**src/rtl/btb_ctrl_if.sv**
```systemverilog
// Signal bundle between the BTB control stage, its fetch/EX clients and the 2-way BTB array.
// The master modport is the control stage's view; slave is the surrounding environment.
interface btb_ctrl_if #(
    parameter int TAGW = 27
);
    logic            fetch_valid;
    logic [31:0]     fetch_pc;
    logic            pred_hit;
    logic            pred_taken;
    logic [31:0]     pred_target;
    logic            fetch_stall;

    logic            upd_valid;
    logic            upd_ready;
    logic [31:0]     upd_pc;
    logic            upd_taken;
    logic [31:0]     upd_target;

    logic [2:0]      btb_rd_set;
    logic            btb_rd_valid0;
    logic            btb_rd_valid1;
    logic [TAGW-1:0] btb_rd_tag0;
    logic [TAGW-1:0] btb_rd_tag1;
    logic [31:0]     btb_rd_target0;
    logic [31:0]     btb_rd_target1;
    logic [1:0]      btb_rd_state0;
    logic [1:0]      btb_rd_state1;
    logic            btb_rd_lru;

    logic            btb_wr_en;
    logic [2:0]      btb_wr_set;
    logic            btb_wr_way;
    logic            btb_wr_valid;
    logic [TAGW-1:0] btb_wr_tag;
    logic [31:0]     btb_wr_target;
    logic [1:0]      btb_wr_state;
    logic            btb_wr_lru_en;
    logic            btb_wr_lru_val;

    modport master (
        input  fetch_valid, fetch_pc, upd_valid, upd_pc, upd_taken, upd_target,
        input  btb_rd_valid0, btb_rd_valid1, btb_rd_tag0, btb_rd_tag1,
        input  btb_rd_target0, btb_rd_target1, btb_rd_state0, btb_rd_state1, btb_rd_lru,
        output pred_hit, pred_taken, pred_target, fetch_stall, upd_ready, btb_rd_set,
        output btb_wr_en, btb_wr_set, btb_wr_way, btb_wr_valid, btb_wr_tag,
        output btb_wr_target, btb_wr_state, btb_wr_lru_en, btb_wr_lru_val
    );

    modport slave (
        output fetch_valid, fetch_pc, upd_valid, upd_pc, upd_taken, upd_target,
        output btb_rd_valid0, btb_rd_valid1, btb_rd_tag0, btb_rd_tag1,
        output btb_rd_target0, btb_rd_target1, btb_rd_state0, btb_rd_state1, btb_rd_lru,
        input  pred_hit, pred_taken, pred_target, fetch_stall, upd_ready, btb_rd_set,
        input  btb_wr_en, btb_wr_set, btb_wr_way, btb_wr_valid, btb_wr_tag,
        input  btb_wr_target, btb_wr_state, btb_wr_lru_en, btb_wr_lru_val
    );
endinterface

```
**src/rtl/btb_ctrl.sv**
```systemverilog
// BTB control stage: zero-latency fetch lookup plus a queued update path that retires one
// resolved branch per granted cycle as a read-modify-write, stealing the read port when starved.
module btb_ctrl #(
    parameter int TAGW       = 27,
    parameter int FIFO_DEPTH = 2,
    parameter int STARVE_MAX = 4
) (
    input  logic     clk,
    input  logic     rst,
    btb_ctrl_if.master bus
);
    localparam int PW = $clog2(FIFO_DEPTH);
    localparam int CW = PW + 1;
    localparam int SW = $clog2(STARVE_MAX + 1);

    logic [31:0]     q_pc     [FIFO_DEPTH];
    logic            q_taken  [FIFO_DEPTH];
    logic [31:0]     q_target [FIFO_DEPTH];
    logic [PW-1:0]   rd_ptr, wr_ptr;
    logic [CW-1:0]   count;
    logic [SW-1:0]   starve_cnt;

    logic            empty, full, push, grant, look;
    logic [31:0]     head_pc, head_target;
    logic            head_taken;
    logic [TAGW-1:0] fetch_tag, head_tag;
    logic            fhit0, fhit1, uhit0, uhit1;

    function automatic logic [1:0] sat_step(input logic [1:0] s, input logic up);
        if (up)
            return (s == 2'b11) ? s : s + 2'b01;
        return (s == 2'b00) ? s : s - 2'b01;
    endfunction

    assign empty         = (count == '0);
    assign full          = (count == CW'(FIFO_DEPTH));
    assign bus.upd_ready = !full;
    assign push          = bus.upd_valid && !full;
    assign grant         = !empty && (!bus.fetch_valid || starve_cnt == SW'(STARVE_MAX));
    assign look          = bus.fetch_valid && !grant;

    assign head_pc     = q_pc[rd_ptr];
    assign head_taken  = q_taken[rd_ptr];
    assign head_target = q_target[rd_ptr];
    assign fetch_tag   = TAGW'(bus.fetch_pc[31:5]);
    assign head_tag    = TAGW'(head_pc[31:5]);

    assign bus.btb_rd_set  = grant ? head_pc[4:2] : bus.fetch_pc[4:2];
    assign bus.fetch_stall = grant && bus.fetch_valid;

    // Queue storage carries no reset; occupancy is tracked solely by count.
    always_ff @(posedge clk) begin
        if (push) begin
            q_pc[wr_ptr]     <= bus.upd_pc;
            q_taken[wr_ptr]  <= bus.upd_taken;
            q_target[wr_ptr] <= bus.upd_target;
        end
    end

    always_ff @(posedge clk or posedge rst) begin
        if (rst) begin
            rd_ptr     <= '0;
            wr_ptr     <= '0;
            count      <= '0;
            starve_cnt <= '0;
        end else begin
            if (push)
                wr_ptr <= wr_ptr + 1'b1;
            if (grant)
                rd_ptr <= rd_ptr + 1'b1;
            if (push && !grant)
                count <= count + 1'b1;
            else if (!push && grant)
                count <= count - 1'b1;
            if (empty || grant)
                starve_cnt <= '0;
            else if (bus.fetch_valid)
                starve_cnt <= starve_cnt + 1'b1;
        end
    end

    assign fhit0 = bus.btb_rd_valid0 && (bus.btb_rd_tag0 == fetch_tag);
    assign fhit1 = bus.btb_rd_valid1 && (bus.btb_rd_tag1 == fetch_tag);
    assign uhit0 = bus.btb_rd_valid0 && (bus.btb_rd_tag0 == head_tag);
    assign uhit1 = bus.btb_rd_valid1 && (bus.btb_rd_tag1 == head_tag);

    always_comb begin
        bus.pred_hit    = 1'b0;
        bus.pred_taken  = 1'b0;
        bus.pred_target = '0;
        if (look && fhit0) begin
            bus.pred_hit    = 1'b1;
            bus.pred_taken  = bus.btb_rd_state0[1];
            bus.pred_target = bus.btb_rd_target0;
        end else if (look && fhit1) begin
            bus.pred_hit    = 1'b1;
            bus.pred_taken  = bus.btb_rd_state1[1];
            bus.pred_target = bus.btb_rd_target1;
        end
    end

    always_comb begin
        bus.btb_wr_en      = 1'b0;
        bus.btb_wr_set     = '0;
        bus.btb_wr_way     = 1'b0;
        bus.btb_wr_valid   = 1'b0;
        bus.btb_wr_tag     = '0;
        bus.btb_wr_target  = '0;
        bus.btb_wr_state   = '0;
        bus.btb_wr_lru_en  = 1'b0;
        bus.btb_wr_lru_val = 1'b0;
        if (grant && (uhit0 || uhit1)) begin
            // Way 0 takes priority when both ways carry the same tag.
            bus.btb_wr_en      = 1'b1;
            bus.btb_wr_set     = head_pc[4:2];
            bus.btb_wr_way     = !uhit0;
            bus.btb_wr_valid   = 1'b1;
            bus.btb_wr_tag     = uhit0 ? bus.btb_rd_tag0 : bus.btb_rd_tag1;
            bus.btb_wr_state   = sat_step(uhit0 ? bus.btb_rd_state0 : bus.btb_rd_state1, head_taken);
            bus.btb_wr_target  = head_taken ? head_target
                               : (uhit0 ? bus.btb_rd_target0 : bus.btb_rd_target1);
            bus.btb_wr_lru_en  = 1'b1;
            bus.btb_wr_lru_val = uhit0;
        end else if (grant && head_taken) begin
            bus.btb_wr_en      = 1'b1;
            bus.btb_wr_set     = head_pc[4:2];
            bus.btb_wr_way     = !bus.btb_rd_valid0 ? 1'b0
                               : !bus.btb_rd_valid1 ? 1'b1 : bus.btb_rd_lru;
            bus.btb_wr_valid   = 1'b1;
            bus.btb_wr_tag     = head_tag;
            bus.btb_wr_target  = head_target;
            bus.btb_wr_state   = 2'b10;
            bus.btb_wr_lru_en  = 1'b1;
            bus.btb_wr_lru_val = !bus.btb_wr_way;
        end
    end
endmodule
```
**src/flat_wrapper.sv**
```systemverilog
// flat-port wrapper written by rule: the top's interface ports become plain ports
module btb_ctrl_flat 
#(
    parameter int TAGW       = 27,
    parameter int FIFO_DEPTH = 2,
    parameter int STARVE_MAX = 4
)
  (clk, rst, bus_fetch_valid, bus_fetch_pc, bus_upd_valid, bus_upd_pc, bus_upd_taken, bus_upd_target, bus_btb_rd_valid0, bus_btb_rd_valid1, bus_btb_rd_tag0, bus_btb_rd_tag1, bus_btb_rd_target0, bus_btb_rd_target1, bus_btb_rd_state0, bus_btb_rd_state1, bus_btb_rd_lru, bus_pred_hit, bus_pred_taken, bus_pred_target, bus_fetch_stall, bus_upd_ready, bus_btb_rd_set, bus_btb_wr_en, bus_btb_wr_set, bus_btb_wr_way, bus_btb_wr_valid, bus_btb_wr_tag, bus_btb_wr_target, bus_btb_wr_state, bus_btb_wr_lru_en, bus_btb_wr_lru_val);
  btb_ctrl_if #(.TAGW(TAGW)) bus_i ();
  input  logic clk;
  input  logic rst;
  input wire logic [$bits(bus_i.fetch_valid)-1:0] bus_fetch_valid;
  input wire logic [$bits(bus_i.fetch_pc)-1:0] bus_fetch_pc;
  input wire logic [$bits(bus_i.upd_valid)-1:0] bus_upd_valid;
  input wire logic [$bits(bus_i.upd_pc)-1:0] bus_upd_pc;
  input wire logic [$bits(bus_i.upd_taken)-1:0] bus_upd_taken;
  input wire logic [$bits(bus_i.upd_target)-1:0] bus_upd_target;
  input wire logic [$bits(bus_i.btb_rd_valid0)-1:0] bus_btb_rd_valid0;
  input wire logic [$bits(bus_i.btb_rd_valid1)-1:0] bus_btb_rd_valid1;
  input wire logic [$bits(bus_i.btb_rd_tag0)-1:0] bus_btb_rd_tag0;
  input wire logic [$bits(bus_i.btb_rd_tag1)-1:0] bus_btb_rd_tag1;
  input wire logic [$bits(bus_i.btb_rd_target0)-1:0] bus_btb_rd_target0;
  input wire logic [$bits(bus_i.btb_rd_target1)-1:0] bus_btb_rd_target1;
  input wire logic [$bits(bus_i.btb_rd_state0)-1:0] bus_btb_rd_state0;
  input wire logic [$bits(bus_i.btb_rd_state1)-1:0] bus_btb_rd_state1;
  input wire logic [$bits(bus_i.btb_rd_lru)-1:0] bus_btb_rd_lru;
  output wire logic [$bits(bus_i.pred_hit)-1:0] bus_pred_hit;
  output wire logic [$bits(bus_i.pred_taken)-1:0] bus_pred_taken;
  output wire logic [$bits(bus_i.pred_target)-1:0] bus_pred_target;
  output wire logic [$bits(bus_i.fetch_stall)-1:0] bus_fetch_stall;
  output wire logic [$bits(bus_i.upd_ready)-1:0] bus_upd_ready;
  output wire logic [$bits(bus_i.btb_rd_set)-1:0] bus_btb_rd_set;
  output wire logic [$bits(bus_i.btb_wr_en)-1:0] bus_btb_wr_en;
  output wire logic [$bits(bus_i.btb_wr_set)-1:0] bus_btb_wr_set;
  output wire logic [$bits(bus_i.btb_wr_way)-1:0] bus_btb_wr_way;
  output wire logic [$bits(bus_i.btb_wr_valid)-1:0] bus_btb_wr_valid;
  output wire logic [$bits(bus_i.btb_wr_tag)-1:0] bus_btb_wr_tag;
  output wire logic [$bits(bus_i.btb_wr_target)-1:0] bus_btb_wr_target;
  output wire logic [$bits(bus_i.btb_wr_state)-1:0] bus_btb_wr_state;
  output wire logic [$bits(bus_i.btb_wr_lru_en)-1:0] bus_btb_wr_lru_en;
  output wire logic [$bits(bus_i.btb_wr_lru_val)-1:0] bus_btb_wr_lru_val;
  assign bus_i.fetch_valid = bus_fetch_valid;
  assign bus_i.fetch_pc = bus_fetch_pc;
  assign bus_i.upd_valid = bus_upd_valid;
  assign bus_i.upd_pc = bus_upd_pc;
  assign bus_i.upd_taken = bus_upd_taken;
  assign bus_i.upd_target = bus_upd_target;
  assign bus_i.btb_rd_valid0 = bus_btb_rd_valid0;
  assign bus_i.btb_rd_valid1 = bus_btb_rd_valid1;
  assign bus_i.btb_rd_tag0 = bus_btb_rd_tag0;
  assign bus_i.btb_rd_tag1 = bus_btb_rd_tag1;
  assign bus_i.btb_rd_target0 = bus_btb_rd_target0;
  assign bus_i.btb_rd_target1 = bus_btb_rd_target1;
  assign bus_i.btb_rd_state0 = bus_btb_rd_state0;
  assign bus_i.btb_rd_state1 = bus_btb_rd_state1;
  assign bus_i.btb_rd_lru = bus_btb_rd_lru;
  assign bus_pred_hit = bus_i.pred_hit;
  assign bus_pred_taken = bus_i.pred_taken;
  assign bus_pred_target = bus_i.pred_target;
  assign bus_fetch_stall = bus_i.fetch_stall;
  assign bus_upd_ready = bus_i.upd_ready;
  assign bus_btb_rd_set = bus_i.btb_rd_set;
  assign bus_btb_wr_en = bus_i.btb_wr_en;
  assign bus_btb_wr_set = bus_i.btb_wr_set;
  assign bus_btb_wr_way = bus_i.btb_wr_way;
  assign bus_btb_wr_valid = bus_i.btb_wr_valid;
  assign bus_btb_wr_tag = bus_i.btb_wr_tag;
  assign bus_btb_wr_target = bus_i.btb_wr_target;
  assign bus_btb_wr_state = bus_i.btb_wr_state;
  assign bus_btb_wr_lru_en = bus_i.btb_wr_lru_en;
  assign bus_btb_wr_lru_val = bus_i.btb_wr_lru_val;
  btb_ctrl #(.TAGW(TAGW), .FIFO_DEPTH(FIFO_DEPTH), .STARVE_MAX(STARVE_MAX)) u_core (.clk(clk), .rst(rst), .bus(bus_i));
endmodule
```
**config.mk**
```make
export PLATFORM = sky130hd
export DESIGN_NAME = btb_ctrl_flat
export DESIGN_NICKNAME = d
export VERILOG_FILES = /design/src/rtl/btb_ctrl_if.sv /design/src/rtl/btb_ctrl.sv /design/src/flat_wrapper.sv
export SDC_FILE = /design/constraint.sdc
export NUM_CORES = 1
export LEC_CHECK = 0
export ABC_AREA = 1
export CAP_MARGIN = 20
export CORE_MARGIN = 4
export CORE_UTILIZATION = 35
export CTS_CLUSTER_DIAMETER = 50
export DETAILED_ROUTE_END_ITERATION = 7
export PLACE_DENSITY = 0.65
export SKIP_CTS_REPAIR_TIMING = 1
export SLEW_MARGIN = 20
export SYNTH_ARGS = -nofsm -noshare
export SYNTH_HDL_FRONTEND = slang
export SYNTH_SLANG_ARGS = --single-unit
```
**constraint.sdc**
```tcl
create_clock -name clk -period 4.1 [get_ports clk]
set_clock_uncertainty 0.05 [all_clocks]
set_input_delay 0.82 -clock clk [delete_from_list [all_inputs] [get_ports clk]]
set_output_delay 0.82 -clock clk [all_outputs]
set_load 0.01 [all_outputs]
```
## Yosys cells after proc, flatten, opt, wreduce, memory -nomap -nowiden

Memory sizes are Yosys's and may differ from the RTL's.
Cells that the tools add are included.

| operators by class | value |
|---|---|
| add/sub/neg operators | 7 |
| equal/unequal tests | 7 |
| multiplexer cells | 39 |
| reduce and logical (&&, ||, !) cells | 28 |

Operators by type and width:

| operator | number |
|---|---|
| two-way mux 32 bit | 6 |
| == test 27 bit | 4 |
| two-way mux 27 bit | 3 |
| two-way mux 2 bit | 9 |
| two-way mux 1 bit | 16 |
| two-way mux 3 bit | 5 |
| logical AND 1 bit | 14 |
| zero test 1 bit | 7 |
| adder 2 x 1 -> 2 bit, second input constant | 2 |
| == test 2 bit, second input constant | 2 |
| zero test 2 bit | 2 |
| nonzero test 2 bit | 2 |
| subtractor 2 x 1 -> 2 bit, second input constant | 2 |
| adder 3 x 1 -> 3 bit, second input constant | 1 |
| == test 3 bit, second input constant | 1 |
| logical OR 1 bit | 3 |
| adder 1 bit, second input constant | 2 |

| storage, ports and cells | value |
|---|---|
| bits in registers | 7 |
| bits in writable memories | 130 |
| input bits | 226 |
| output and inout bits | 108 |
| word-level logic and storage cells | 88 |
| memories | 3 |

Memories:

| name | depth | width | read ports | clocked after Yosys merged registers in | write ports | RTL line | RTL |
|---|---|---|---|---|---|---|---|
| u_core.q_pc | 2 | 32 | 1 | 0 | 1 | btb_ctrl.sv:16 | `logic [31:0] q_pc [FIFO_DEPTH];` |
| u_core.q_target | 2 | 32 | 1 | 0 | 1 | btb_ctrl.sv:18 | `logic [31:0] q_target [FIFO_DEPTH];` |
| u_core.q_taken | 2 | 1 | 1 | 0 | 1 | btb_ctrl.sv:17 | `logic q_taken [FIFO_DEPTH];` |

## Longest topological paths before layout

An unclocked memory read counts as a cell.

| logic depth | value |
|---|---|
| depth in word-level cells | 9 |
| depth in mapped cells | 19 |
| gate-level depth less buffers | 16 |

## Worst setup path after synthesis

No wires, ideal clock.

| path | value |
|---|---|
| path type | in2reg |
| start | in bus_upd_valid |
| end | mem u_core.q_pc[1][10] (enable) |
| setup time | 0.486 ns |
| data arrival time | 3.565 ns |
| required time | 3.564 ns |
| slack | 0.000 ns |
| stages | 2 |
| path buffers | 0 |
| path through | nand2_1 > nor2_1 |

| between the ends | value |
|---|---|
| longest elaborated chain between the ends | 3 |

Ends and longest elaborated chain:

| item | RTL line | RTL |
|---|---|---|
| from (decl) | flat_wrapper.sv:14 | `input wire logic [$bits(bus_i.upd_valid)-1:0] bus_upd_valid;` |
| logical AND 1 bit | btb_ctrl.sv:38 | `assign push = bus.upd_valid && !full;` |
| two-way mux 1 bit | btb_ctrl.sv:53 | `if (push) begin` |
| two-way mux 1 bit (implied by the code) | btb_ctrl.sv:54 | `q_pc[wr_ptr] <= bus.upd_pc;` |
| to (decl) | btb_ctrl.sv:16 |  |

Every way passes these cells.

## Final worst setup path

| path | value |
|---|---|
| start | in bus_btb_rd_tag1[8] |
| end | out bus_pred_hit |

| between the ends | value |
|---|---|
| longest elaborated chain between the ends | 5 |

Ends and longest elaborated chain:

| item | RTL line | RTL |
|---|---|---|
| from (decl) | flat_wrapper.sv:21 | `input wire logic [$bits(bus_i.btb_rd_tag1)-1:0] bus_btb_rd_tag1;` |
| == test 27 bit | btb_ctrl.sv:83 | `assign fhit1 = bus.btb_rd_valid1 && (bus.btb_rd_tag1 == fetch_tag);` |
| logical AND 1 bit | btb_ctrl.sv:83 |  |
| logical AND 1 bit | btb_ctrl.sv:95 | `end else if (look && fhit1) begin` |
| two-way mux 1 bit | btb_ctrl.sv:95 |  |
| two-way mux 1 bit | btb_ctrl.sv:91 | `if (look && fhit0) begin` |
| to (decl) | flat_wrapper.sv:27 | `output wire logic [$bits(bus_i.pred_hit)-1:0] bus_pred_hit;` |

Every way passes these cells.

==> flow_summary.yaml <==
routing:
  viasPerCell: 5.30
  drc_errors: 0
  drt-initial-drc-count: 1182
  finalWirelength_um: 45400
  vias: 11280
  drt-wirelength-per-cell_um: 21.3
  ant_nets: 0
  drt_pass1_iterations: 6
worst_setup_path:
  rr_startpoint: "u_core.starve_cnt[0]$_DFFE_PP0P_"
  max_stage_delay_ns: 0.58
  crit_start: "bus_btb_rd_tag1[8]"
  critPathRequiredTime_ns: 3.23
  crit_buf_inv: 5
  crit_type: "in2out"
  cp_max_fo: 17
  slowest_stage: "clkdlybuf4s50_1"
  critPathTopFamily: "buffers and inverters"
  end_kind: "output port"
  cp.arrival_ns: 3.15
  critical_path.cell_chain: "clkdlybuf4s50_1 -> xor2_1 -> nor4_1 -> buf_4 -> nand3_1 -> nor3_4 -> buf_12 -> clkbuf_16 -> or2_2 -> dlymetal6s2s_1"
  start_kind: "input port"
  r2r_setup_slack_ns: 2.09
sta:
  clock.fmax_mhz: 249
  slew_headroom: 0.652
  setup_viol: 0
  hold_ws_ns: 0.416
  tightest_slew_ns: 0.520
  slew_violations: 0
  period_share: 0.980
  tns_ns: 0
  rsz0062_at_grt: "true"
  finalCriticalPeriod_ns: 4.02
  finalHoldViolCount: 0
global_route:
  grtUsageTotal: 0.281
  antenna_found_initial: 1
  grt_use_met2: 0.464
  busiest_layer: "met2"
  met1_usage: 0.374
  grt_start_max_net_pins: 51
  grt_overflow_total: 0
  grt_pass1_vias: 10570
  grt.met3_usage: 0.0499
  grt_pass1_wl_um: 61900
die:
  coreArea_mm2: 0.0261
  ioPinCount: 334
  die_width_um: 171
  die_h_um: 171
  die_area_mm2: 0.0294
  rows: 59
  initial_utilization: 0.358
finish:
  final_nets: 2006
  nFillCells: 2400
  area_growth_pct: 70.3
  drive_gt1_frac: 0.220
power_and_ir_drop:
  p_per_area_mw_per_mm2: 478
  fin_total_pwr_uw: 7610
  static-leakage-power_uw: 0.00865
  peakVddDrop_v: 0.000358
yosys:
  syn_nets: 1497
  synth.distinct_cells: 38
  synth_warnings: 0
  yosysTopAreaCell: "edfxtp_1"
  syn_area_mm2: 0.00934
  yosys-top-cells-area: "edfxtp_1, nand2_1, nand3_1, mux2i_1, inv_1"
  ys_seq_elements: 133
  netlist_instances: 1268
  ys_seq_area_frac: 0.424
  synth_top_area_share: 0.405
  avgSynthCellArea_um2: 7.37
run:
  max-cap-violations: 0
place:
  placement.io_buffers: 329
  gp_congestion: 1.04
  hpwl_um: 34200
worst_hold_path:
  worstHoldPathType: "reg2reg"
  min_from: "u_core.count[0]$_DFFE_PP0P_"
clock_network:
  cts_tree: "built"
  numCtsBuffers: 17
  clkTransAtPathRegs_ns: 0.07
  htree_levels: 4
  cts_max_path_buffers: 2
  clk-insertion-delay-late_ns: 0.44
  numClockSinks: 133
  cts_root_buf: "clkbuf_16"
status:
  status: "complete, no violations"
[power breakdown]
group	switching (uW)	internal, uW
Sequential	110	1850
Clock	708	813
Combinational	2370	1750
[Yosys cell counts (all sizes together)]
master,instances
a211oi,1
a21oi,14
a221oi,2
buf,28
clkbuf,27
clkinv,2
dfrtp,7
edfxtp,126
ha,3
inv,93
mux2i,35
nand2,474
nand3,247
nand3b,10
nand4,20
nor2,70
nor3,4
nor3b,1
nor4,6
nor4b,1
o21ai,15
o221ai,1
o22ai,24
or2,34
xnor2,9
xor2,14
[worst reg2reg max path: stages (launching register included)]
cell and delay (ns):
dfrtp_1 0.37, inv_1 0.06, ha_1 0.19, nand2_1 0.08, nand2_1 0.05, nand2_1 0.09
buf_4 0.12, buf_4 0.21, ha_1 0.29, a21oi_1 0.12, o21ai_0 0.11, xor2_1 0.15
[placed cells by master, fill, tap and decap left out, types with 4 or more instances in the layout]
| cell type | instances |
|---|---|
| clkbuf_2 | 19 |
| inv_8 | 5 |
| or2_2 | 26 |
| xnor2_1 | 9 |
| nor4_1 | 4 |
| or2_1 | 8 |
| nand2_1 | 418 |
| xor2_1 | 14 |
| nand3_1 | 235 |
| clkdlybuf4s50_1 | 205 |
| buf_12 | 19 |
| buf_4 | 182 |
| nand3b_1 | 10 |
| a21oi_1 | 13 |
| edfxtp_1 | 126 |
| clkbuf_16 | 26 |
| mux2i_1 | 35 |
| nor2_2 | 8 |
| dfrtp_1 | 6 |
| buf_6 | 6 |
| inv_1 | 88 |
| nand3_2 | 11 |
| nand2_2 | 48 |
| nand2_4 | 8 |
| inv_2 | 4 |
| nor2_1 | 53 |
| o21ai_0 | 12 |
| nand4_1 | 20 |
| inv_6 | 4 |
| dlymetal6s2s_1 | 103 |
| nor2_4 | 8 |
| o22ai_1 | 24 |
[stage by stage]
| step | cells | instance area, um2 | worst slack (ns) | util |
|---|---|---|---|---|
| after floorplan | 1268 | 9350 | 0.0172 | - |
| after global placement | 2065 | 14400 | -0.537 | 0.551 |
| after detailed placement | 2065 | 14400 | -0.509 | 0.551 |
| after CTS | 2097 | 15000 | -0.524 | 0.573 |
| after global routing | 2125 | 15900 | -0.0507 | 0.609 |
| final | 2127 | 15900 | 0.0824 | 0.609 |
[metal layers]
metal / share of wire / up-vias
met4: 0.037 / 2
met3: 0.081 / 100
met5: 0.00029 / -
met2: 0.47 / 559
li1: - / 5285
met1: 0.41 / 5334
[cell families after synthesis]
group / after synthesis / synth area share
and+or+nand+nor: 867 / 0.408
buffers and inverters: 150 / 0.0698
AOI/OAI and AO/OA: 57 / 0.0352
adders and majority gates: 3 / 0.00402
xor gates and xnor gates: 23 / 0.0216
DFF: 133 / 0.424
muxes: 35 / 0.0375
[final timing paths]
check	endpoint	depth (start not counted)
min reg2reg	u_core.count[0]$_DFFE_PP0P_	1
min	u_core.count[0]$_DFFE_PP0P_	1
max	bus_pred_hit	10
max in group asynchronous	u_core.rd_ptr$_DFFE_PP0N_	2
max reg2reg	u_core.count[1]$_DFFE_PP0P_	11
min in group asynchronous	u_core.count[0]$_DFFE_PP0P_	2
[sequential cells by signal (all words and copies together) (netlist names)]
signal,flops
u_core.wr_ptr,1
u_core.count,2
u_core.q_pc,60
u_core.starve_cnt,3
u_core.q_target,64
u_core.q_taken,2
u_core.rd_ptr,1
[area by class of cell]
class                           instances  area (um2)  share of cell area
Inverter                               95         372              0.0234
Timing Repair Buffer                  545        5500               0.345
Multi-Input combinational cell        985        5080               0.319
Clock inverter                         15         156             0.00983
Tap cell                              335         419              0.0263
Antenna cell                            2        5.00            0.000314
Clock buffer                           17         425              0.0267
Sequential cell                       133        3960               0.249
Note: power is estimated with default switching activity, not from simulation.
